## config.mk

```make
export PLATFORM = sky130hd
export DESIGN_NAME = spi_master_p
export DESIGN_NICKNAME = d
export VERILOG_FILES = /design/src/rtl/spi_master_p.sv
export SDC_FILE = /design/constraint.sdc
export NUM_CORES = 1
export LEC_CHECK = 0
export BUFFER_PORTS_ARGS = -buffer_cell sky130_fd_sc_hd__buf_2
export CORE_UTILIZATION = 55
export CTS_CLUSTER_SIZE = 40
export DETAILED_ROUTE_END_ITERATION = 8
export MAX_ROUTING_LAYER = met4
export PLACE_DENSITY = 0.76
export SETUP_SLACK_MARGIN = 0.1
export SLEW_MARGIN = 20
export SYNTH_ARGS = -nofsm -noshare
export SYNTH_HDL_FRONTEND = slang
export SYNTH_SLANG_ARGS = --single-unit
```

## constraint.sdc

```tcl
create_clock -name clk -period 3.3 [get_ports clk]
set_clock_uncertainty 0.1 [all_clocks]
set_input_delay 0.33 -clock clk [delete_from_list [all_inputs] [get_ports clk]]
set_output_delay 0.33 -clock clk [all_outputs]
set_load 0.005 [all_outputs]
```

## src/rtl/spi_master_p.sv

```systemverilog
// ---------------------------------------------------------------------------
// spi_master_p
// Parametrised SPI master: one outstanding transfer at a time, runtime
// CPOL/CPHA, configurable word width and bit order, decoded chip selects.
//
// Ports
//   clk, rst         system clock, asynchronous active-high reset
//   clkdiv           sclk half-period minus 1, in clk cycles (latched at accept)
//   mode             {CPOL,CPHA} (latched at accept)
//   cs_sel           chip-select index (latched at accept)
//   tx_data          word to send (latched at accept)
//   tx_valid         transfer request; accepted when tx_ready is high
//   tx_ready         high only while idle
//   rx_data          last received word (all ones until the first completion)
//   rx_valid         one-cycle pulse when rx_data updates
//   busy             high whenever a transfer is in flight
//   sclk, mosi, miso SPI bus
//   cs_n             active-low chip selects
// ---------------------------------------------------------------------------
module spi_master_p #(
    parameter int DATA_W    = 8,
    parameter int DIV_W     = 16,
    parameter int NUM_CS    = 1,
    parameter int CS_W      = 3,
    parameter int LSB_FIRST = 0
) (
    input  logic              clk,
    input  logic              rst,
    input  logic [DIV_W-1:0]  clkdiv,
    input  logic [1:0]        mode,
    input  logic [CS_W-1:0]   cs_sel,
    input  logic [DATA_W-1:0] tx_data,
    input  logic              tx_valid,
    output logic              tx_ready,
    output logic [DATA_W-1:0] rx_data,
    output logic              rx_valid,
    output logic              busy,
    output logic              sclk,
    output logic              mosi,
    input  logic              miso,
    output logic [NUM_CS-1:0] cs_n
);

    localparam int                BIT_W     = $clog2(DATA_W) + 1;
    localparam logic [BIT_W-1:0]  BITS_FULL = BIT_W'(DATA_W);
    localparam logic [DIV_W-1:0]  CNT_ZERO  = {DIV_W{1'b0}};

    typedef enum logic [2:0] {
        S_IDLE  = 3'd0,
        S_SETUP = 3'd1,
        S_SHIFT = 3'd2,
        S_HOLD  = 3'd3,
        S_DONE  = 3'd4
    } state_t;

    // Bit presented on mosi for a (partially shifted) transmit word.
    function automatic logic first_bit(input logic [DATA_W-1:0] word);
        if (LSB_FIRST != 0) begin
            first_bit = word[0];
        end else begin
            first_bit = word[DATA_W-1];
        end
    endfunction

    // Discard the bit already sent so the next one moves into first_bit().
    function automatic logic [DATA_W-1:0] shift_out(input logic [DATA_W-1:0] word);
        if (LSB_FIRST != 0) begin
            shift_out = {1'b0, word[DATA_W-1:1]};
        end else begin
            shift_out = {word[DATA_W-2:0], 1'b0};
        end
    endfunction

    // Receive assembly mirrors the transmit order so loopback is transparent.
    function automatic logic [DATA_W-1:0] shift_in(input logic [DATA_W-1:0] word,
                                                   input logic              bit_in);
        if (LSB_FIRST != 0) begin
            shift_in = {bit_in, word[DATA_W-1:1]};
        end else begin
            shift_in = {word[DATA_W-2:0], bit_in};
        end
    endfunction

    // Out-of-range selects decode to no active line; the transfer still runs.
    function automatic logic [NUM_CS-1:0] cs_decode(input logic [CS_W-1:0] sel);
        cs_decode = {NUM_CS{1'b1}};
        for (int i = 0; i < NUM_CS; i++) begin
            cs_decode[i] = (sel != CS_W'(i));
        end
    endfunction

    state_t              r_state, w_state;
    logic [DIV_W-1:0]    r_cnt, w_cnt;
    logic [DIV_W-1:0]    r_div, w_div;
    logic                r_cpol, w_cpol;
    logic                r_cpha, w_cpha;
    logic [DATA_W-1:0]   r_tx, w_tx;
    logic [DATA_W-1:0]   r_rx, w_rx;
    logic [BIT_W-1:0]    r_bits, w_bits;
    logic                r_sclk, w_sclk;
    logic                r_mosi, w_mosi;
    logic [NUM_CS-1:0]   r_cs_n, w_cs_n;
    logic [DATA_W-1:0]   r_rx_data, w_rx_data;
    logic                r_rx_valid, w_rx_valid;
    logic                r_busy, w_busy;
    logic                r_tx_ready, w_tx_ready;
    logic                w_lead;
    logic [DATA_W-1:0]   w_tx_next;

    assign tx_ready = r_tx_ready;
    assign rx_data  = r_rx_data;
    assign rx_valid = r_rx_valid;
    assign busy     = r_busy;
    assign sclk     = r_sclk;
    assign mosi     = r_mosi;
    assign cs_n     = r_cs_n;

    // Next-state and next-output logic; every output is registered.
    always_comb begin
        w_state    = r_state;
        w_cnt      = r_cnt;
        w_div      = r_div;
        w_cpol     = r_cpol;
        w_cpha     = r_cpha;
        w_tx       = r_tx;
        w_rx       = r_rx;
        w_bits     = r_bits;
        w_sclk     = r_sclk;
        w_mosi     = r_mosi;
        w_cs_n     = r_cs_n;
        w_rx_data  = r_rx_data;
        w_rx_valid = 1'b0;
        w_busy     = r_busy;
        w_tx_ready = r_tx_ready;
        w_lead     = 1'b0;
        w_tx_next  = shift_out(r_tx);

        case (r_state)
            S_IDLE: begin
                w_sclk     = mode[1];
                w_mosi     = 1'b1;
                w_cs_n     = {NUM_CS{1'b1}};
                w_busy     = 1'b0;
                w_tx_ready = 1'b1;
                if (tx_valid && r_tx_ready) begin
                    w_state    = S_SETUP;
                    w_cnt      = clkdiv;
                    w_div      = clkdiv;
                    w_cpol     = mode[1];
                    w_cpha     = mode[0];
                    w_tx       = tx_data;
                    w_bits     = {BIT_W{1'b0}};
                    w_mosi     = first_bit(tx_data);
                    w_cs_n     = cs_decode(cs_sel);
                    w_busy     = 1'b1;
                    w_tx_ready = 1'b0;
                end else begin
                    w_state = S_IDLE;
                end
            end

            S_SETUP: begin
                if (r_cnt == CNT_ZERO) begin
                    w_state = S_SHIFT;
                    w_cnt   = r_div;
                end else begin
                    w_cnt = r_cnt - DIV_W'(1'b1);
                end
            end

            S_SHIFT: begin
                if (r_cnt == CNT_ZERO) begin
                    w_cnt  = r_div;
                    w_sclk = ~r_sclk;
                    // A toggle away from the idle level is the leading edge.
                    w_lead = (r_sclk == r_cpol);
                    if (w_lead) begin
                        if (r_cpha == 1'b0) begin
                            w_rx   = shift_in(r_rx, miso);
                            w_bits = r_bits + BIT_W'(1'b1);
                        end else if (r_bits != {BIT_W{1'b0}}) begin
                            // First leading edge re-presents the bit set up in SETUP.
                            w_tx   = w_tx_next;
                            w_mosi = first_bit(w_tx_next);
                        end else begin
                            w_tx = r_tx;
                        end
                    end else begin
                        if (r_cpha == 1'b0) begin
                            if (r_bits == BITS_FULL) begin
                                w_state = S_HOLD;
                            end else begin
                                w_tx   = w_tx_next;
                                w_mosi = first_bit(w_tx_next);
                            end
                        end else begin
                            w_rx   = shift_in(r_rx, miso);
                            w_bits = r_bits + BIT_W'(1'b1);
                            if ((r_bits + BIT_W'(1'b1)) == BITS_FULL) begin
                                w_state = S_HOLD;
                            end else begin
                                w_state = S_SHIFT;
                            end
                        end
                    end
                end else begin
                    w_cnt = r_cnt - DIV_W'(1'b1);
                end
            end

            S_HOLD: begin
                if (r_cnt == CNT_ZERO) begin
                    w_state    = S_DONE;
                    w_cs_n     = {NUM_CS{1'b1}};
                    w_mosi     = 1'b1;
                    w_rx_data  = r_rx;
                    w_rx_valid = 1'b1;
                end else begin
                    w_cnt = r_cnt - DIV_W'(1'b1);
                end
            end

            S_DONE: begin
                w_state    = S_IDLE;
                w_sclk     = mode[1];
                w_mosi     = 1'b1;
                w_cs_n     = {NUM_CS{1'b1}};
                w_busy     = 1'b0;
                w_tx_ready = 1'b1;
            end

            default: begin
                w_state    = S_IDLE;
                w_sclk     = mode[1];
                w_mosi     = 1'b1;
                w_cs_n     = {NUM_CS{1'b1}};
                w_busy     = 1'b0;
                w_tx_ready = 1'b1;
            end
        endcase
    end

    // State, datapath and output registers with asynchronous reset.
    always_ff @(posedge clk or posedge rst) begin
        if (rst) begin
            r_state    <= S_IDLE;
            r_cnt      <= {DIV_W{1'b0}};
            r_div      <= {DIV_W{1'b0}};
            r_cpol     <= 1'b0;
            r_cpha     <= 1'b0;
            r_tx       <= {DATA_W{1'b0}};
            r_rx       <= {DATA_W{1'b1}};
            r_bits     <= {BIT_W{1'b0}};
            r_sclk     <= 1'b0;
            r_mosi     <= 1'b1;
            r_cs_n     <= {NUM_CS{1'b1}};
            r_rx_data  <= {DATA_W{1'b1}};
            r_rx_valid <= 1'b0;
            r_busy     <= 1'b0;
            r_tx_ready <= 1'b1;
        end else begin
            r_state    <= w_state;
            r_cnt      <= w_cnt;
            r_div      <= w_div;
            r_cpol     <= w_cpol;
            r_cpha     <= w_cpha;
            r_tx       <= w_tx;
            r_rx       <= w_rx;
            r_bits     <= w_bits;
            r_sclk     <= w_sclk;
            r_mosi     <= w_mosi;
            r_cs_n     <= w_cs_n;
            r_rx_data  <= w_rx_data;
            r_rx_valid <= w_rx_valid;
            r_busy     <= w_busy;
            r_tx_ready <= w_tx_ready;
        end
    end

endmodule

```

# After elaboration in Yosys (flattened, before gate mapping)
# Cells that the tools add are included.
[totals]
memories = 0
mem_bits_rw = 0
romBits = 0
input_bits = 33
wordCells = 111
latch_bits = 0
ff_bits = 70
[classes]
multipliers = 0
n_addsub = 2
div_mod_pow = 0
n_shift = 0
bitwise = 4
magnitude_cmp = 0
muxes = 49
n_eq_ne = 20
reduce_logical = 21
[ops]
columns = ["op", "n"]
rows = [
  ["$mux W7", 7],
  ["$mux W16", 3],
  ["$pmux W16 S3", 1],
  ["$mux W8", 3],
  ["$ne A3 B3 Y1 const B", 7],
  ["$mux W4", 5],
  ["$mux W3", 6],
  ["$logic_not A16 Y1", 1],
  ["$mux W1", 16],
  ["$sub A16 B1 Y16 const B", 1],
  ["$ne A2 B2 Y1 const B", 7],
  ["$pmux W7 S2", 1],
  ["$reduce_and A7 Y1", 2],
  ["$pmux W3 S4", 1],
  ["$reduce_and A5 Y1", 2],
  ["$eq A4 B4 Y1 const B", 2],
  ["$pmux W4 S2", 1],
  ["$reduce_and A2 Y1", 4],
  ["$eq A3 B2 Y1 const B", 2],
  ["$pmux W1 S2", 3],
  ["$reduce_bool A3 Y1", 2],
  ["$add A4 B1 Y4 const B", 1],
  ["$not A1 Y1", 4],
  ["$pmux W1 S4", 1],
  ["11 further kinds", 13],
]

# Depth between registers and ports, before layout
# Gate-level depths: netlist of the first run.
[logic_depth]
word_depth = 7
mapped_depth = 9
depth_no_buf = 8

# Least setup slack after synthesis of the first run
# No wires, ideal clock.
[synth_timing]
path_kind = "register to register"
startpoint = "register r_cnt[0]"
endpoint = "register r_cnt[11]"
path_stages_with_launch = 9
arrival_time_ns = 2.443
setup_time_ns = 0.095
slack_ns = 0.662
path_cell_list = "dfrtp_1 > inv_1 > ha_1 > or3b_2 > or4_4 > buf_6 > nor3_4 > a211oi_1 > o32ai_2"
[synth_via]
elab_chain_len = 3
word_cells_on_any_way = 7
[synth_lines]
columns = ["element", "line_no", "text"]
rows = [
  ["start: declaration", "93", "logic [DIV_W-1:0] r_cnt, w_cnt;"],
  ["start signal: assignment", "247", "r_cnt <= {DIV_W{1'b0}};"],
  ["start signal: assignment", "263", "r_cnt <= w_cnt;"],
  ["$sub A16 B1 Y16 / $logic_not A16 Y1 (equally long branches)", "n/a", ""],
  ["$mux W16 (tied with other cells)", "212", "if (r_cnt == CNT_ZERO) begin"],
  ["$pmux W16 S3 / $reduce_and A3 Y1 (equally long branches)", "n/a", ""],
]
# Several ways; a longest one is shown, not always the timed one. The select of a mux whose other input is x is not followed.
# A chain may end at the register's enable or synchronous reset.

==> metrics.yaml, run 1 <==
drv_cap: 0
synthTopCellsByCount: "95 x nand2_1, 51 x dfrtp_1, 33 x o21ai_0, 23 x nor2_1, 20 x mux2_2"
p_sw_share_pct: 36.4
die_y_um: 84.2
grtUsageTotal_pct: 27.0
cts_tree: "done"
p_int_mw: 1.89
ios: 47
hold_slack_ps: 86.2
routed_wl_mm: 8.41
grt_max_degree: 43
antenna_found_initial: 0
ys_ff_latch: 70
drv_slew: 0
dp.cells: 513
yosys.area.top_type: "dfrtp_1"
drive_gt1_share_pct: 28.3
synth_edf_count: 0
grt_pass1_vias: 3118
place_area_mm2: 0.00407
period_share_pct: 88.4
min_from: "clkdiv[2]"
avgRoutedWirePerCell_um: 15.9
period_minus_slack_ps: 2920
hold_viol: 0
clkSinkCount: 70
peakVddDrop_mv: 0.380
grt_setup_unrepaired: "false"
synth_area_leaders: "dfrtp_1 34%, dfstp_2 13%, nand2_1 9.6%"
ys.flop_type: "dfrtp_1"
seq_area_frac_synth_pct: 47.7
max_stage_delay_ps: 640
yosys_warnings: 0
leakagePower_nw: 1.91
netlist_instances: 397
ant_nets: 0
yosysUniqueCellTypes: 56
hold_class: "in -> reg"
cp.arrival_ps: 3050
outcome: "finished with violations"
syn_area_per_cell_um2: 9.37
grt_pass1_wl_mm: 14.6
tns_ps: 0
final-instance-count-excl-fill: 530
diodes: 0
netlist.area_leader.share_pct: 34.3
dp_hpwl_mm: 5.96
failed_checks: "design-rule violations"
cts-root-buf: "clkbuf_8"
path_clk_slew_ps: 80
hold_path_depth: 3
drt-vias-per-instance: 5.90
syn-num-nets: 437
async_flop_share_pct: 100
max_slew_margin_pct: 56.4
nets: 488
start_util_pct: 57.9
r2r_cells: 6
worst_slack_ps: 382
r2r_start: "r_cnt[0]"
syn-cell-area_mm2: 0.00372
vias: 3125
rows: 29
p_per_area_mw_per_mm2: 695
startpoint: "r_cnt[0]"
critPathKind: "reg -> reg"
fin_area_mm2: 0.00428
drc: 4
setup_violations: 0
coreArea_mm2: 0.00642
insertion_delay_ps: 340
tightest_slew_ps: 653
die_area_mm2: 0.00710
nFillCells: 553
synth_most_common_cell: "nand2_1"
cp_slowest_cell: "or4_4"
postCtsSetupBuffers: 0
sequentialPowerShare_pct: 47.5
place_congestion: 0.919
htreeDepth: 3
cp-end-kind: "register"
path_cells: "inv_1 -> ha_1 -> or3b_2 -> or4_4 -> o21a_1 -> a32o_1"
crit_path_max_fanout: 20
first_pass_iters: 6
clockPowerShare_pct: 23.1
first_iter_violations: 196
pre_cts_ws_ps: 406
required_ps: 3430
cts_buffers: 9
gr-total-overflow: 0
crit_path_start_kind: "register"
comb_power_share_pct: 29.4
max_freq_mhz: 343
p_sw_mw: 1.08
clk_path_buf_depth: 2
die_x_um: 84.2
io_buffer_count: 46
area_growth_pct: 15.1
-- cell usage in the layout (no fill, tap or decap), types with 3 or more instances in the layout --
master and count:
nor3b_1 3, mux2_2 20, xnor2_1 4, clkbuf_8 10, inv_1 9, or4_1 3
nor3_1 8, or3b_2 3, a21oi_1 14, or4_4 3, nand2_1 95, buf_2 46
ha_1 7, a211oi_1 11, xor2_1 3, nor2_1 23, a31oi_1 4, a32oi_1 4
dfstp_2 19, nor4_1 5, nand3_1 5, buf_4 10, dfrtp_1 51, o21ai_0 33
o21a_1 3, o31ai_1 3, a221oi_1 3, o22ai_1 5
-- power by group through the flow --
stage                     sequential, mW  clock, mW  combinational, mW
final                               1.41      0.688              0.877
after floorplan                     1.34          0              0.670
after global placement              1.41          0              0.846
after global routing                1.45      0.736              0.996
after CTS                           1.41      0.701              0.882
after detailed placement            1.42          0              0.878
-- path summary, 6_finish.rpt --
path	to	slack (ps)
hold reg to reg	rx_data[7]	350
max in group asynchronous	rx_data[0]	1870
setup / recovery	r_div[4]	380
setup reg to reg	r_div[4]	380
hold / removal	r_div[2]	90
min in group asynchronous	rx_valid	520
-- registers in the layout (all words and copies together), names as in the netlist --
register,flops
mosi,1
r_div,16
busy,1
tx_ready,1
sclk,1
r_tx,7
cs_n,1
r_cnt,16
rx_valid,1
r_state,3
r_cpha,1
r_cpol,1
r_bits,4
r_rx,8
rx_data,8
-- repair_timing --
action,CTS,global route
setup endpoints to repair,0,0
endpoints found under the hold margin,18,0
hold buffers,1,0
resized for setup,0,0
-- layout make-up --
cell class                      instances  area, µm²  area share [%]
Timing Repair Buffer                   58        335            7.83
Tap cell                               77       96.3            2.25
Sequential cell                        70       1780            41.5
Clock buffer                           11        163            3.80
Inverter                               10       37.5           0.877
Clock inverter                          5       37.5           0.877
Multi-Input combinational cell        299       1840            42.9
-- routing by layer --
layer,global-route usage [%],wire length (µm)
met5,-,0
met4,12.4,179
met3,3.64,355
met2,44.6,4150
met1,33.1,3730
-- stage by stage --
stage,power [mW],utilization [%]
floorplan,2.01,-
global placement,2.25,63.4
detailed placement,2.30,63.4
CTS,2.99,66.7
global route,3.18,66.7
finish,2.98,66.7
-- cells by family (layout without fill, tap and decap cells) --
kind of cell / after synthesis / count (layout) / share of synthesized area [%]
multiplexers: 20 / 20 / 6.05
adder cells (fa/ha/maj): 7 / 7 / 2.35
AO/OA/AOI/OAI: 95 / 95 / 16.5
flip-flops: 70 / 70 / 47.7
buffers and inverters: 28 / 84 / 3.06
XOR/XNOR: 7 / 7 / 1.65
AND/OR/NAND/NOR: 170 / 170 / 22.6
-- critical path: cells and delay by family, from the launching register on --
kind / cells / cell delay (ps)
buffers and inverters: 1 / 100
and+or+nand+nor: 2 / 1200
DFF: 1 / 410
AOI/OAI and AO/OA: 2 / 790
adders and majority gates: 1 / 200
(Power assumes the default switching activity.)
==> run 2: changes to the inputs <==
- ABC_CLOCK_PERIOD_IN_PS: unset -> 2400
- CORE_UTILIZATION: 55 -> 52
- clock period: 3.3 -> 2.4 ns (I/O delays scaled with it)
==> run 2 against run 1 <==
The flow finishes with violations (negative setup slack). Register-to-register slack got worse by 470 ps. Largest power group unchanged. Highest routed layer unchanged. Clock-buffer cell count grew 1. Wire length rose by 24%. Final cell count grew 16%.
==> metrics.yaml, run 2 (synthesis results as in run 1) <==
outcome: "finished with violations"
failed_checks: "negative setup slack"
crit_path_start_kind: "register"
vias: 3569  # +14%
p_per_area_mw_per_mm2: 926  # +33%
clkSinkCount: 70  # unchanged
grt_pass1_vias: 3341  # +7.2%
cp.arrival_ps: 2680  # -370 ps
area_growth_pct: 38.5
crit_path_max_fanout: 6  # -70%
drive_gt1_share_pct: 41.5  # +13 points
leakagePower_nw: 2.32  # +21%
io_buffer_count: 46  # unchanged
die_x_um: 86.6  # +2.8%
avgRoutedWirePerCell_um: 16.9  # +6.2%
path_clk_slew_ps: 80  # about the same
cts-root-buf: "clkbuf_8"
worstPathBufferInverterCount: 2  # +1
max_freq_mhz: 402  # +17%
routed_wl_mm: 10.4  # +24%
reg_top3: "r_cnt x16, r_div x16"
max_slew_margin_pct: 55.8  # -0.58 points
required_ps: 2590  # -840 ps
die_y_um: 86.6  # +2.8%
coreArea_mm2: 0.00687  # +7.0%
power_mw: 4.77  # +60%
drv_cap: 0  # unchanged
grt_setup_unrepaired: "true"
nets: 556  # +14%
critPathKind: "reg -> reg"
start_util_pct: 54.2  # -3.8 points
cts_buffers: 9  # unchanged
peakVddDrop_mv: 0.526  # +38%
period_share_pct: 104  # +15 points
antenna_found_initial: 0  # unchanged
die_area_mm2: 0.00750  # +5.6%
htreeDepth: 3  # unchanged
worst_slack_ps: -86.0  # -468 ps
cp-end-kind: "register"
period_minus_slack_ps: 2490  # -432 ps
first_pass_iters: 5  # -1
pre_cts_ws_ps: -89.6  # -495 ps
drt-vias-per-instance: 5.78  # -1.9%
tns_ps: -805  # -805 ps
gr-total-overflow: 0  # unchanged
hold_class: "in -> reg"
final_cell_mix: "89 x nand2_1, 50 x dfrtp_1, 47 x buf_4"
tightest_slew_ps: 657  # +4.15 ps
drc: 0  # -4
drv_slew: 0  # unchanged
setup_violations: 17  # +17
hold_viol: 0  # unchanged
grt_max_degree: 71  # +65%
path_cells: "or4_4 -> or4_4 -> buf_6 -> o21ai_4 -> buf_6 -> o21ai_0 -> o21ai_1"
diodes: 0  # unchanged
ant_nets: 0  # unchanged
insertion_delay_ps: 370  # +30 ps
ios: 47  # unchanged
cp_top_family: "simple AND/OR/NAND/NOR gates"
place_congestion: 0.841  # -8.5%
rows: 30  # +3.4%
dp_hpwl_mm: 6.52  # +9.3%
cts_tree: "done"
cp_slowest_cell: "or4_4"
grt_pass1_wl_mm: 15.8  # +8.2%
clk_path_buf_depth: 2  # unchanged
first_iter_violations: 259  # +32%
max_stage_delay_ps: 610  # -30 ps
grtUsageTotal_pct: 28.7  # +1.7 points
final_common_cell: "nand2_1"
## run 2: cell count changes in the layout (fill, tap and decap cells not counted), moves of 7 or more
cell / before / now
buf_6: 0 / 11
a211oi_1: 11 / 4
dlygate4sd3_1: 1 / 18
buf_4: 10 / 47
o21ai_1: 2 / 14
o21ai_0: 33 / 13
a211oi_2: 0 / 7
## run 2: layout make-up
type / count / area (µm²)
repair buffers: 126 / 967
well taps: 96 / 120
clock buffers: 12 / 188
flip-flops and latches: 70 / 1780
fillers: 482 / 1720
multi-input cells: 299 / 2030
inverters: 10 / 37.5
clock inverters: 4 / 30.0
## run 2: report_power, final
| part | internal, mW | switching [mW] | total [mW] | leakage [nW] |
|---|---|---|---|---|
| clock network | 0.537 | 0.501 | 1.04 | 0.114 |
| logic | 0.915 | 0.952 | 1.87 | 1.39 |
| registers | 1.58 | 0.287 | 1.87 | 0.818 |
## run 2: through the flow
stage	utilization (%)	cells	hold WS, ps	area [µm²]
global placement	64.4	569	248	4420
finish	75.0	617	0.169	5150
global route	75.0	617	6.33	5150
CTS	71.6	608	0.574	4920
detailed placement	64.4	569	251	4420
floorplan	-	397	245	3780
## run 2: repair_timing
action | 4_1_cts | 5_1_grt
pin swaps | 17 | 22
hold endpoints to repair | 68 | 0
gates cloned | 1 | 1
endpoints found under the setup margin | 32 | 39
resized for setup | 25 | 43
buffers inserted | 4 | 8
hold buffers | 18 | 0
## run 2: path summary, 6_finish.rpt
| check | from | to | slack, ps | cells past startpoint |
|---|---|---|---|---|
| min in group asynchronous | rst | r_state[2] | 390 | 4 |
| max in group asynchronous | rst | r_rx[7] | 1480 | 4 |
| hold / removal | tx_data[0] | r_tx[0] | 0.2 | 3 |
| setup reg to reg | r_cnt[15] | r_cnt[14] | -90 | 7 |
| hold reg to reg | rx_data[5] | rx_data[5] | 360 | 2 |
| setup / recovery | r_cnt[15] | r_cnt[14] | -90 | 7 |
## run 2: worst register-to-register path, cell delays in order (launching register included)
cell and delay, ps:
dfrtp_1 400, or4_4 540, or4_4 610, buf_6 160, o21ai_4 280, buf_6 160, o21ai_0 70, o21ai_1 80
## run 2: routing by layer
metal  vias up  wire, µm  track usage, %
met5         -         0               -
met4         0       310            12.0
met3        34       600            4.38
met2       150      5120            47.4
met1      1725      4380            35.2
li1       1660         -               -
==> run 3: changes to the inputs <==
- TNS_END_PERCENT: unset -> 10
==> run 3 against run 2 <==
Sequential share of layout area grew 1.3 points. Final cell count down 2.1%. Via count down 3.5%. Global-route usage down 0.19 points. The flow still finishes with violations (negative setup slack). Clock power fell by 8%. Total power is 2.8% lower.
==> metrics.yaml, run 3 (synthesis results as in run 1) <==
outcome: "finished with violations"
failed_checks: "negative setup slack"
die_y_um: 86.6  # unchanged
cp_slowest_cell: "or4_4"
period_minus_slack_ps: 2410  # -75.4 ps
grtUsageTotal_pct: 28.5  # -0.19 points
required_ps: 2540  # -50 ps
grt_util_met2_pct: 46.0  # -1.4 points
ios: 47  # unchanged
coreArea_mm2: 0.00687  # unchanged
cts_buffers: 9  # unchanged
reg_top3: "r_cnt x16, r_div x16"
cp_top_family: "simple AND/OR/NAND/NOR gates"
rrSetupSlack_ps: -10  # +80 ps
max_stage_delay_ps: 610  # about the same
leakagePower_nw: 2.25  # -3.2%
worstPathBufferInverterCount: 1  # -1
max_freq_mhz: 415  # +3.1%
first_pass_iters: 6  # +1
htreeDepth: 3  # unchanged
min_from: "tx_data[0]"
crit_path_end: "r_cnt[9]"
crit_path_start_kind: "register"
hold_viol: 0  # unchanged
final_common_cell: "nand2_1"
drt-vias-per-instance: 5.70  # -1.4%
timing.rr.end: "r_cnt[9]"
cp-end-kind: "register"
area_growth_pct: 33.3
cts_tree: "done"
r2r_start: "r_cnt[5]"
routed_wl_mm: 9.85  # -5.3%
drc: 0  # unchanged
crit_path_max_fanout: 5  # -1
nFillCells: 529  # +9.8%
gr-total-overflow: 0  # unchanged
timing.critical_path.mode_cell: "or4_4"
final_cell_mix: "95 x nand2_1, 51 x dfrtp_1, 46 x buf_2"
drv_cap: 0  # unchanged
nets: 543  # -2.3%
io_buffer_count: 46  # unchanged
clkSinkCount: 70  # unchanged
fin_util_pct: 72.2  # -2.9 points
period_share_pct: 100  # -3.1 points
peakVddDrop_mv: 0.576  # +9.5%
start_util_pct: 54.2  # unchanged
tightest_slew_ps: 616  # -41.3 ps
avgRoutedWirePerCell_um: 16.3  # -3.3%
use_met3_pct: 6.29  # +1.9 points
die_x_um: 86.6  # unchanged
cp.depth: 6  # -1
diodes: 0  # unchanged
ant_nets: 0  # unchanged
cts-root-buf: "clkbuf_8"
cp.arrival_ps: 2550  # -130 ps
first_iter_violations: 266  # +2.7%
p_per_area_mw_per_mm2: 936  # +1.1%
max_slew_margin_pct: 58.6  # +2.8 points
startpoint: "r_cnt[5]"
hold_class: "in -> reg"
drv_slew: 0  # unchanged
vias: 3444  # -3.5%
drive_gt1_share_pct: 37.2  # -4.3 points
grt_setup_unrepaired: "true"
setup_violations: 2  # -15
use_met1_pct: 35.5  # +0.33 points
die_area_mm2: 0.00750  # unchanged
grt_max_degree: 57  # -20%
pre_cts_ws_ps: -71.3  # +18.3 ps
top_usage_layer: "met2"
insertion_delay_ps: 350  # -20 ps
rows: 30  # unchanged
critPathKind: "reg -> reg"
place_congestion: 0.861  # +2.3%
worst_slack_ps: -10.5  # +75.4 ps
r2r_cells: 6  # -1
grt_pass1_wl_mm: 15.8  # -0.44%
path_clk_slew_ps: 70  # about the same
path_cells: "or4_4 -> or4_4 -> buf_8 -> o21ai_4 -> o21ai_1 -> a22o_1"
grt_pass1_vias: 3362  # +0.63%
clk_path_buf_depth: 2  # unchanged
antenna_found_initial: 0  # unchanged
dp_hpwl_mm: 6.47  # -0.82%
## run 3: cell types whose count changed in the layout (fill, tap and decap cells not counted), sizes merged
cell         previous run  this run
dlygate4sd3            18         9
buf                   107       103
clkinv                  1         4
inv                    13        10
clkbuf                 13        11
bufbuf                  0         1
bufinv                  0         1
## run 3: layout make-up
type	count	area [µm²]	area share, %
clock buffer	11	141	2.85
multi-input combinational	299	1970	39.7
timing repair buffer	113	863	17.4
inverter	10	37.5	0.757
tap	96	120	2.42
clock inverter	5	50.0	1.01
sequential	70	1780	35.8
## run 3: how the worst min path moves through the flow
stage / to / slack, ps / cells past startpoint
2_1_floorplan: r_cpol / 250 / 2
3_3_place_gp: r_cpha / 120 / 2
3_5_place_dp: r_cpha / 130 / 2
4_1_cts: r_div[9] / 0.5 / 3
5_1_grt: r_tx[0] / 8 / 3
6_report: r_tx[0] / 3 / 3
## run 3: metal layers
layer	share of wire (%)	vias up
li1	-	1630
met1	43	1684
met2	51	114
met3	5.1	16
met4	1.4	0
met5	0	-
## run 3: power by group
| group | switching [mW] | internal, mW | total (mW) |
|---|---|---|---|
| Clock | 0.453 | 0.502 | 0.955 |
| Sequential | 0.271 | 1.58 | 1.85 |
| Combinational | 0.918 | 0.914 | 1.83 |
## run 3: worst min-delay path, stage by stage
cell and delay [ps]:
buf_2 80, nand2_1 40, o21ai_0 60
## run 3: through the flow
| step | total power [mW] | hold WS, ps | setup TNS, ps | cells | instance area (µm²) |
|---|---|---|---|---|---|
| 5_1_grt | 4.93 | 8.17 | -943 | 604 | 4960 |
| 6_report | 4.64 | 3.02 | -21.0 | 604 | 4960 |
| 3_5_place_dp | 3.49 | 127 | -624 | 570 | 4440 |
| 2_1_floorplan | 2.80 | 245 | -146 | 397 | 3760 |
| 3_3_place_gp | 3.40 | 125 | 0 | 570 | 4440 |
| 4_1_cts | 4.53 | 0.458 | 0 | 600 | 4860 |
## run 3: what timing repair did
| item | CTS | global route |
|---|---|---|
| buffers inserted | 4 | 4 |
| setup endpoints to repair | 30 | 46 |
| pin swaps | 11 | 14 |
| hold buffers | 9 | 0 |
| gates cloned | 1 | 0 |
| gates resized for setup | 20 | 19 |
| hold endpoints to repair | 21 | 0 |
